`src/rtl/instruction_fetch_unit.sv`:
```
// Instruction fetch unit: owns the PC, issues one word fetch at a time to a
// variable-latency instruction memory, holds one output instruction plus one
// buffered response under IF/ID stall, and flushes on branch/jump redirect.
module instruction_fetch_unit #(
  parameter logic [31:0] RESET_PC = 32'h0000_0000
) (
  input  logic        clk,
  input  logic        reset,
  input  logic        stall,
  input  logic        redirect,
  input  logic [31:0] redirect_pc,
  output logic        imem_req,
  output logic [31:0] imem_addr,
  input  logic        imem_rvalid,
  input  logic [31:0] imem_rdata,
  output logic [31:0] InstructionOut,
  output logic [31:0] PCAddResultOut,
  output logic        fetch_valid
);

  localparam int unsigned XLEN = 32;

  typedef enum logic [1:0] {
    ST_IDLE    = 2'd0,
    ST_WAIT    = 2'd1,
    ST_HOLD    = 2'd2,
    ST_DISCARD = 2'd3
  } state_e;

  state_e            state_q, state_d;
  logic [XLEN-1:0]   pc_q, pc_d;
  logic [XLEN-1:0]   instr_q, instr_d;
  logic [XLEN-1:0]   pcadd_q, pcadd_d;
  logic              valid_q, valid_d;
  logic [XLEN-1:0]   buf_instr_q, buf_instr_d;
  logic [XLEN-1:0]   buf_pcadd_q, buf_pcadd_d;

  logic              req_c;
  logic [XLEN-1:0]   addr_c;
  logic [XLEN-1:0]   pc_plus4;
  logic              consumed;
  logic              slot_free;
  logic              unused_pc_lsbs;

  // Word alignment is enforced by dropping the target's low two bits.
  assign unused_pc_lsbs = ^redirect_pc[1:0];

  assign pc_plus4  = pc_q + XLEN'(4);
  assign consumed  = valid_q & ~stall;
  assign slot_free = ~valid_q | consumed;

  // Next-state, datapath and request strobe; redirect overrides everything.
  always_comb begin
    state_d     = state_q;
    pc_d        = pc_q;
    instr_d     = instr_q;
    pcadd_d     = pcadd_q;
    valid_d     = valid_q;
    buf_instr_d = buf_instr_q;
    buf_pcadd_d = buf_pcadd_q;
    req_c       = 1'b0;
    addr_c      = pc_q;

    if (redirect) begin
      pc_d        = {redirect_pc[XLEN-1:2], 2'b00};
      valid_d     = 1'b0;
      buf_instr_d = '0;
      buf_pcadd_d = '0;
      // A request still in flight must have its response swallowed.
      if ((state_q == ST_WAIT || state_q == ST_DISCARD) && !imem_rvalid) begin
        state_d = ST_DISCARD;
      end else begin
        state_d = ST_IDLE;
      end
    end else begin
      unique case (state_q)
        ST_IDLE: begin
          if (consumed) valid_d = 1'b0;
          req_c   = 1'b1;
          addr_c  = pc_q;
          state_d = ST_WAIT;
        end
        ST_WAIT: begin
          if (imem_rvalid && slot_free) begin
            instr_d = imem_rdata;
            pcadd_d = pc_plus4;
            valid_d = 1'b1;
            req_c   = 1'b1;
            addr_c  = pc_plus4;
            pc_d    = pc_plus4;
          end else if (imem_rvalid) begin
            buf_instr_d = imem_rdata;
            buf_pcadd_d = pc_plus4;
            pc_d        = pc_plus4;
            state_d     = ST_HOLD;
          end else if (consumed) begin
            valid_d = 1'b0;
          end
        end
        ST_HOLD: begin
          if (consumed) begin
            instr_d = buf_instr_q;
            pcadd_d = buf_pcadd_q;
            valid_d = 1'b1;
            req_c   = 1'b1;
            addr_c  = pc_q;
            state_d = ST_WAIT;
          end
        end
        ST_DISCARD: begin
          if (consumed) valid_d = 1'b0;
          if (imem_rvalid) begin
            req_c   = 1'b1;
            addr_c  = pc_q;
            state_d = ST_WAIT;
          end
        end
        default: state_d = ST_IDLE;
      endcase
    end
  end

  // No request is offered while reset holds the FSM in IDLE.
  assign imem_req  = req_c & ~reset;
  assign imem_addr = addr_c;

  // State and output registers.
  always_ff @(posedge clk or posedge reset) begin
    if (reset) begin
      state_q     <= ST_IDLE;
      pc_q        <= RESET_PC;
      instr_q     <= '0;
      pcadd_q     <= '0;
      valid_q     <= 1'b0;
      buf_instr_q <= '0;
      buf_pcadd_q <= '0;
    end else begin
      state_q     <= state_d;
      pc_q        <= pc_d;
      instr_q     <= instr_d;
      pcadd_q     <= pcadd_d;
      valid_q     <= valid_d;
      buf_instr_q <= buf_instr_d;
      buf_pcadd_q <= buf_pcadd_d;
    end
  end

  assign InstructionOut = instr_q;
  assign PCAddResultOut = pcadd_q;
  assign fetch_valid    = valid_q;

endmodule

```
`config.mk`:
```
export PLATFORM = sky130hd
export DESIGN_NAME = instruction_fetch_unit
export DESIGN_NICKNAME = d
export VERILOG_FILES = /design/src/rtl/instruction_fetch_unit.sv
export SDC_FILE = /design/constraint.sdc
export NUM_CORES = 1
export LEC_CHECK = 0
export ABC_AREA = 1
export BUFFER_PORTS_ARGS = -buffer_cell sky130_fd_sc_hd__buf_2
export CORE_MARGIN = 1
export CORE_UTILIZATION = 32
export CTS_CLUSTER_DIAMETER = 60
export DETAILED_ROUTE_END_ITERATION = 8
export SETUP_SLACK_MARGIN = 0.5
export SYNTH_ARGS = -nofsm -noshare
export SYNTH_HDL_FRONTEND = slang
export SYNTH_SLANG_ARGS = --single-unit
```
`constraint.sdc`:
```
create_clock -name clk -period 16.1 [get_ports clk]
set_input_delay 2.415 -clock clk [delete_from_list [all_inputs] [get_ports clk]]
set_output_delay 2.415 -clock clk [all_outputs]
set_load 0.1 [all_outputs]
```
==> Word-level counts from Yosys, hierarchy flattened <==
Cells that the tools add are included.
{ "op_classes": {"eq_ne": 11, "n_reduce_logical": 16, "n_mul": 0, "bitwise_logic": 7, "shifts": 0, "mux": 38, "n_addsub": 1, "div": 0, "magnitude_cmp": 0} }
{ "op_table": {"columns": ["cell", "count"], "rows": [
  ["$mux W32", 17],
  ["$pmux W32 S2", 3],
  ["$add A32 B3 Y32 const B", 1],
  ["$mux W2", 6],
  ["$ne A3 B3 Y1 const B", 4],
  ["$mux W1", 9],
  ["$pmux W2 S4", 1],
  ["$reduce_and A4 Y1", 2],
  ["$reduce_bool A2 Y1", 3],
  ["$eq A2 B2 Y1 const B", 2],
  ["$ne A2 B2 Y1 const B", 2],
  ["$ne A4 B3 Y1 const B", 1],
  ["$not A1 Y1", 4],
  ["$pmux W1 S4", 1],
  ["$reduce_and A2 Y1", 2],
  ["$pmux W1 S3", 1],
  ["$reduce_and A3 Y1", 1],
  ["$reduce_bool A3 Y1", 1],
  ["$reduce_or A3 Y1", 1],
  ["$and A1 B1 Y1", 2],
  ["$eq A2 B1 Y1 const B", 1],
  ["$logic_and A1 B1 Y1", 2],
  ["$logic_not A2 Y1", 1],
  ["$ne A2 B1 Y1 const B", 1],
  ["other kinds (4)", 4]
]} }
{ "totals": {"out_inout_bits": 98, "romBits": 0, "ramBits": 0, "register_bits": 163, "memories": 0, "input_bits": 69, "latch_bits": 0} }

==> Longest topological paths before layout <==
Gate-level depths: netlist of the first run.
{ "logic_depth": {"depth_word": 8, "depth_mapped": 11} }

==> Worst setup path before layout of the first run <==
Ideal clock, no wire load.
{ "synth_path": {"kind": "input to output", "startpoint": "in reset", "endpoint": "out imem_req", "path_slack_ns": 7.016, "required_ns": 13.685, "t_arrival_ns": 6.669, "path_stages": 3, "cell_sequence": "inv_1 -> nand3_1 -> inv_1"} }
{ "synth_between": {"elab_chain_cells": 2} }
{ "synth_rtl": {"columns": ["item", "line_no", "rtl"], "rows": [
  ["start, declared", "8", "input logic reset,"],
  ["$not A1 Y1", "124", "assign imem_req = req_c & ~reset;"],
  ["$and A1 B1 Y1", "124", null],
  ["end, declared", "12", "output logic imem_req,"]
]} }
No other way between the ends.

==> Final worst setup path of the first run <==
{ "layout_path": {"startpoint": "in redirect", "endpoint": "out imem_addr[23]"} }
{ "layout_between": {"elab_chain_cells": 1} }
{ "layout_rtl": {"columns": ["item", "line_no", "rtl"], "rows": [
  ["start, declared", "10", "input logic redirect,"],
  ["$mux W32", "64", "if (redirect) begin"],
  ["end, declared", "13", "output logic [31:0] imem_addr,"]
]} }
No other way between the ends.

==> results of run 1 <==
## state kept, by name, indices dropped and copies added, names as in the netlist
name	flops
buf_pcadd_q	31
pc_q	30
InstructionOut	32
PCAddResultOut	31
buf_instr_q	32
fetch_valid	1
state_q	2
## kinds of logic (layout without fill, tap and decap cells)
family / Yosys count / count (layout) / synth area share
AO/OA/AOI/OAI: 220 / 220 / 0.1713
other: 1 / 3 / 0.0004668
adder cells (fa/ha/maj): 6 / 6 / 0.009344
buffers and inverters: 142 / 286 / 0.07242
AND/OR/NAND/NOR: 442 / 442 / 0.2229
flip-flops: 159 / 159 / 0.4953
XOR/XNOR: 26 / 26 / 0.02834
## power groups by stage
stage / clock (mW) / combinational (mW) / sequential [mW]
6_report: 0.409 / 1.29 / 0.592
3_5_place_dp: 0 / 1.29 / 0.598
4_1_cts: 0.417 / 1.30 / 0.592
5_1_grt: 0.434 / 1.37 / 0.607
3_3_place_gp: 0 / 1.29 / 0.595
2_1_floorplan: 0 / 0.515 / 1.14
## Yosys cell counts (all sizes together)
cell type	number	area share
buf	27	0.019
xor2	23	0.025
inv	87	0.041
nand3	23	0.014
o21ai	84	0.054
o221ai	5	0.0055
nor2	119	0.063
dfrtp	159	0.50
nand3b	2	0.0019
clkbuf	28	0.013
nor3	6	0.0037
conb	1	0.00047
o22ai	10	0.0078
and2	4	0.0031
o211ai	4	0.0037
a22oi	7	0.0065
o2111ai	1	0.0011
a31oi	40	0.031
o21bai	1	0.00093
a32o	21	0.026
a22o	11	0.012
nand2	287	0.14
xnor2	3	0.0033
ha	6	0.0093
o31ai	1	0.00093
or2	1	0.00078
a21oi	35	0.022
## metrics by stage
| step | utilization | hold slack [ns] |
|---|---|---|
| floorplan | - | 0.4492 |
| global placement | 0.3703 | 0.4619 |
| detailed placement | 0.3703 | 0.4606 |
| CTS | 0.3940 | 0.4811 |
| global route | 0.3940 | 0.4932 |
| finish | 0.3941 | 0.4748 |
## worst register-to-register path, stage by stage, from the launching register on
cell and delay, ns:
dfrtp_1 0.43, inv_1 0.11, ha_1 0.25, nand2_2 0.13, nor2_4 0.62, inv_2 0.43, nor2_4 0.68, inv_2 0.28
o21ai_0 0.21
## cell type report
cell class / count / area [sq um] / share of cell area
flip-flops and latches: 159 / 3979 / 0.4127
multi-input cells: 696 / 3480 / 0.3609
repair buffers: 169 / 863.3 / 0.08954
clock buffers: 17 / 425.4 / 0.04412
well taps: 324 / 405.4 / 0.04205
inverters: 87 / 331.6 / 0.03439
clock inverters: 13 / 155.1 / 0.01609
diodes: 1 / 2.502 / 0.0002595
## worst paths after layout
check,cells after the start,end,from
max,9,imem_addr[23],redirect
min,2,PCAddResultOut[7],PCAddResultOut[7]
max reg2reg,8,buf_pcadd_q[10],state_q[1]
min reg2reg,2,PCAddResultOut[7],PCAddResultOut[7]
max in group asynchronous,4,pc_q[21],reset
min in group asynchronous,2,InstructionOut[2],reset
## routing by layer
layer	global-route usage	vias up	share of wire	routed length, microns
met5	0	-	0.00055	13
met4	0.05541	2	0.017	395
met3	0.04106	22	0.069	1628
met2	0.2973	260	0.46	10790
met1	0.2590	3428	0.46	10870
li1	-	3540	-	-
==> flow_summary.json, run 1 <==
{
  "hpwl_microns": 16150,
  "track_usage": 0.1886,
  "start_util": 0.3284,
  "ant_nets": 0,
  "crit_type": "in2out",
  "cts_root_buffer": "clkbuf_16",
  "skew_ns": 0.01116,
  "gp_congestion": 0.8621,
  "yosysSeqAreaShare": 0.4952,
  "status": "finished, final reports clean",
  "regToRegSetupSlack_ns": 12.88,
  "final_layout_size_suffix_gt1_frac": 0.2060,
  "placed_cell_area_sq_mm": 0.009059,
  "grt_antenna_before_repair": 2,
  "mostFrequentLayoutCells": "nand2_1 (280), buf_2 (162), dfrtp_1 (159)",
  "synth-warning-count": 0,
  "postLayoutCellArea_sq_mm": 0.009642,
  "p_total_mw": 2.288,
  "switchingPower_mw": 1.334,
  "grt_pass1_wl_microns": 37780,
  "grt_pass1_vias": 6824,
  "area.growth.synth_to_final_pct": 20.01,
  "fin_nets": 1205,
  "combPwrFrac": 0.563,
  "ctsLongestPathBuffers": 2,
  "drv_slew": 0,
  "pwr-share-clk": 0.179,
  "drt_first_pass_iters": 5,
  "n_fill_cell": 2555,
  "swShare": 0.5829,
  "worst-path-buf-inv": 4,
  "finalCritPeriodShare": 0.4702,
  "wire_per_inst_microns": 16.16,
  "die_x_microns": 160.5,
  "synth_cells": 996,
  "clock.fmax_mhz": 132.1,
  "ys_types": 36,
  "relSlewSlack": 0.4124,
  "drt-initial-drc-count": 559,
  "clk_pin_slew_ns": 0.07,
  "ctsResizeCount": 0,
  "dpl.cell_count": 1435,
  "clk_latency_ns": 0.43,
  "dieArea_sq_mm": 0.02574,
  "rows": 57,
  "path_max_fanout": 33,
  "cp-end-kind": "output pin",
  "grt_setup_unrepaired": "false",
  "syn-cell-area_sq_mm": 0.008034,
  "worstPathCellList": "buf_2 > inv_2 > nand2_2 > nor2_4 > inv_2 > nor3_1 > nand2_1 > xor2_1 > buf_2",
  "cts_tree": "built",
  "cp.required_ns": 13.69,
  "min_period_ns": 7.571,
  "internal_power_mw": 0.9545,
  "core_sq_mm": 0.02446,
  "ir_drop_mv": 0.1658,
  "max_stage_delay_ns": 0.50,
  "vias": 7252,
  "final_cells": 1466,
  "cp_top_family": "buffers and inverters",
  "die_h_microns": 160.5,
  "grt_max_degree": 77,
  "cp_slowest_cell": "inv_2",
  "ys_ff_latch": 159,
  "grt-ovfl-total": 0,
  "cts_setup_buffers": 0,
  "worstPathArrival_ns": 5.16,
  "htreeDepth": 4,
  "hold_viol": 0,
  "pre_cts_ws_ns": 8.525,
  "worst_pin_slew_ns": 0.8814,
  "start_kind": "input pin",
  "io_pins": 167,
  "viasPerCell": 4.947,
  "layout_commonest_cell": "nand2_1",
  "power.leakage_nw": 4.669,
  "drcViolationCount": 0,
  "port_buffers": 162,
  "setup_viol": 0,
  "syn_area_per_cell_sq_um": 8.066,
  "numCtsBuffers": 17,
  "tns_ns": 0,
  "cts_hold_buf": 0,
  "hold_path_class": "reg2reg",
  "pwr_density_cell_mw_per_mm2": 237.3,
  "routed_wl_microns": 23690,
  "seqPwrFrac": 0.259,
  "cts_sinks": 159,
  "maxCapViolCount": 0,
  "fin_ws_ns": 8.529
}
No activity file was read; power rests on OpenSTA's default activity.
==> inputs of run 2 (changes only) <==
Clock period 16.1 ns to 7.7 ns, I/O delays scaled along.
==> run 2 against run 1 <==
Clock skew shrank 0.0018 ns. Count of clock-buffer cells in the layout grew 1. Global-route usage shrank 0.15 points. Non-clock buffer count is the same. Final area shrank 0.30%. Total power grew 110%. Setup slack lost 5.8 ns. Utilization shrank 0.12 points. Critical path depth is the same. Flip-flop and latch count is the same. Clock power grew 100%. Critical path type unchanged. Largest power group unchanged. Highest routed layer unchanged.
==> flow_summary.json, run 2 (same netlist as run 1, synthesis figures left out) <==
{
  "status": "finished, final reports clean",
  "r2r_cells": 8,
  "tns_ns": 0,
  "cts_tree": "built",
  "numCtsBuffers": 17,
  "maxCapViolCount": 0,
  "htreeDepth": 4,
  "io_pins": 167,
  "crit_type": "in2out",
  "cts_hold_buf": 0,
  "drt_first_pass_iters": 5,
  "worstPathArrival_ns": 3.86,
  "r2r-start": "state_q[1]",
  "worst_pin_slew_ns": 0.8506,
  "cts_sinks": 159,
  "routed_wl_microns": 23680,
  "grt_max_degree": 77,
  "grt_pass1_wl_microns": 37200,
  "die_x_microns": 160.5,
  "fin_ws_ns": 2.681,
  "grt-ovfl-total": 0,
  "dieArea_sq_mm": 0.02574,
  "clock.fmax_mhz": 199.3,
  "port_buffers": 162,
  "postLayoutCellArea_sq_mm": 0.009613,
  "wire_per_inst_microns": 16.14,
  "pwr_density_cell_mw_per_mm2": 493.2,
  "ant_nets": 0,
  "vias": 7230,
  "power.leakage_nw": 4.659,
  "utilization": 0.3930,
  "hold_path_class": "reg2reg",
  "path_max_fanout": 33,
  "drv_slew": 0,
  "ctsResizeCount": 0,
  "die_h_microns": 160.5,
  "drt-initial-drc-count": 627,
  "min_period_ns": 5.019,
  "layout_commonest_cell": "nand2_1",
  "skew_ns": 0.009362,
  "ctsLongestPathBuffers": 2,
  "rows": 57,
  "worstReg2RegEnd": "buf_pcadd_q[10]",
  "grt_setup_unrepaired": "false",
  "viasPerCell": 4.928,
  "placed_cell_area_sq_mm": 0.009059,
  "cts_setup_buffers": 0,
  "pre_cts_ws_ns": 2.676,
  "ir_drop_mv": 0.3106,
  "regToRegSetupSlack_ns": 4.50,
  "drcViolationCount": 0,
  "start_kind": "input pin",
  "relSlewSlack": 0.4329,
  "crit_start": "redirect",
  "n_fill_cell": 2559,
  "antennaDiodeCount": 0,
  "fin_nets": 1205,
  "critPathCapture": "imem_addr[23]",
  "mostFrequentLayoutCells": "nand2_1 (280), buf_2 (162), dfrtp_1 (159)",
  "start_util": 0.3284,
  "grt_antenna_before_repair": 1,
  "cp.required_ns": 6.55,
  "area.growth.synth_to_final_pct": 19.65,
  "clk_pin_slew_ns": 0.07,
  "finalCritPeriodShare": 0.6518,
  "core_sq_mm": 0.02446,
  "cp-end-kind": "output pin",
  "cts_root_buffer": "clkbuf_16",
  "hold_viol": 0,
  "setup_viol": 0,
  "final_layout_size_suffix_gt1_frac": 0.2065,
  "grt_pass1_vias": 6536,
  "hpwl_microns": 16190,
  "track_usage": 0.1871,
  "gp_congestion": 0.8723,
  "clk_latency_ns": 0.44
}
[run 2: worst min path at each step]
stage	from	end	slack, ns	depth (start not counted)
CTS	PCAddResultOut[14]	PCAddResultOut[14]	0.48	2
finish	PCAddResultOut[10]	PCAddResultOut[10]	0.47	2
global route	PCAddResultOut[14]	PCAddResultOut[14]	0.49	2
floorplan	buf_pcadd_q[9]	buf_pcadd_q[9]	0.45	2
global placement	PCAddResultOut[12]	PCAddResultOut[12]	0.46	2
detailed placement	PCAddResultOut[17]	PCAddResultOut[17]	0.46	2
[run 2: report_power, final]
group          internal [mW]  total [mW]  switching, mW
registers               1.08        1.24          0.157
logic                  0.435        2.69           2.25
clock network          0.425       0.818          0.394
[run 2: stage by stage]
stage	power, mW	instances	hold WS [ns]
after floorplan	3.461	997	0.4492
after global placement	3.934	1435	0.4611
after detailed placement	3.950	1435	0.4608
after CTS	4.779	1467	0.4790
after global routing	4.976	1467	0.4901
final	4.741	1467	0.4750
[run 2: routing by layer]
layer / wire length (microns) / track usage
met1: 10990 / 0.2607
met5: 13 / 0
met4: 259 / 0.04286
met2: 10710 / 0.2902
met3: 1700 / 0.04804
[run 2: layout make-up]
class / count / area [sq um] / area share
flip-flops and latches: 159 / 3979 / 0.4139
clock buffers: 18 / 429.2 / 0.04464
inverters: 87 / 331.6 / 0.03449
repair buffers: 169 / 863.3 / 0.08981
clock inverters: 14 / 125.1 / 0.01302
well taps: 324 / 405.4 / 0.04217
multi-input cells: 696 / 3480 / 0.3620
[run 2: critical path, stage by stage]
cell and delay (ns):
buf_2 0.23, inv_2 0.51, nand2_2 0.19, nor2_4 0.47
inv_2 0.28, nor3_1 0.27, nand2_1 0.10, xor2_1 0.16
buf_2 0.46
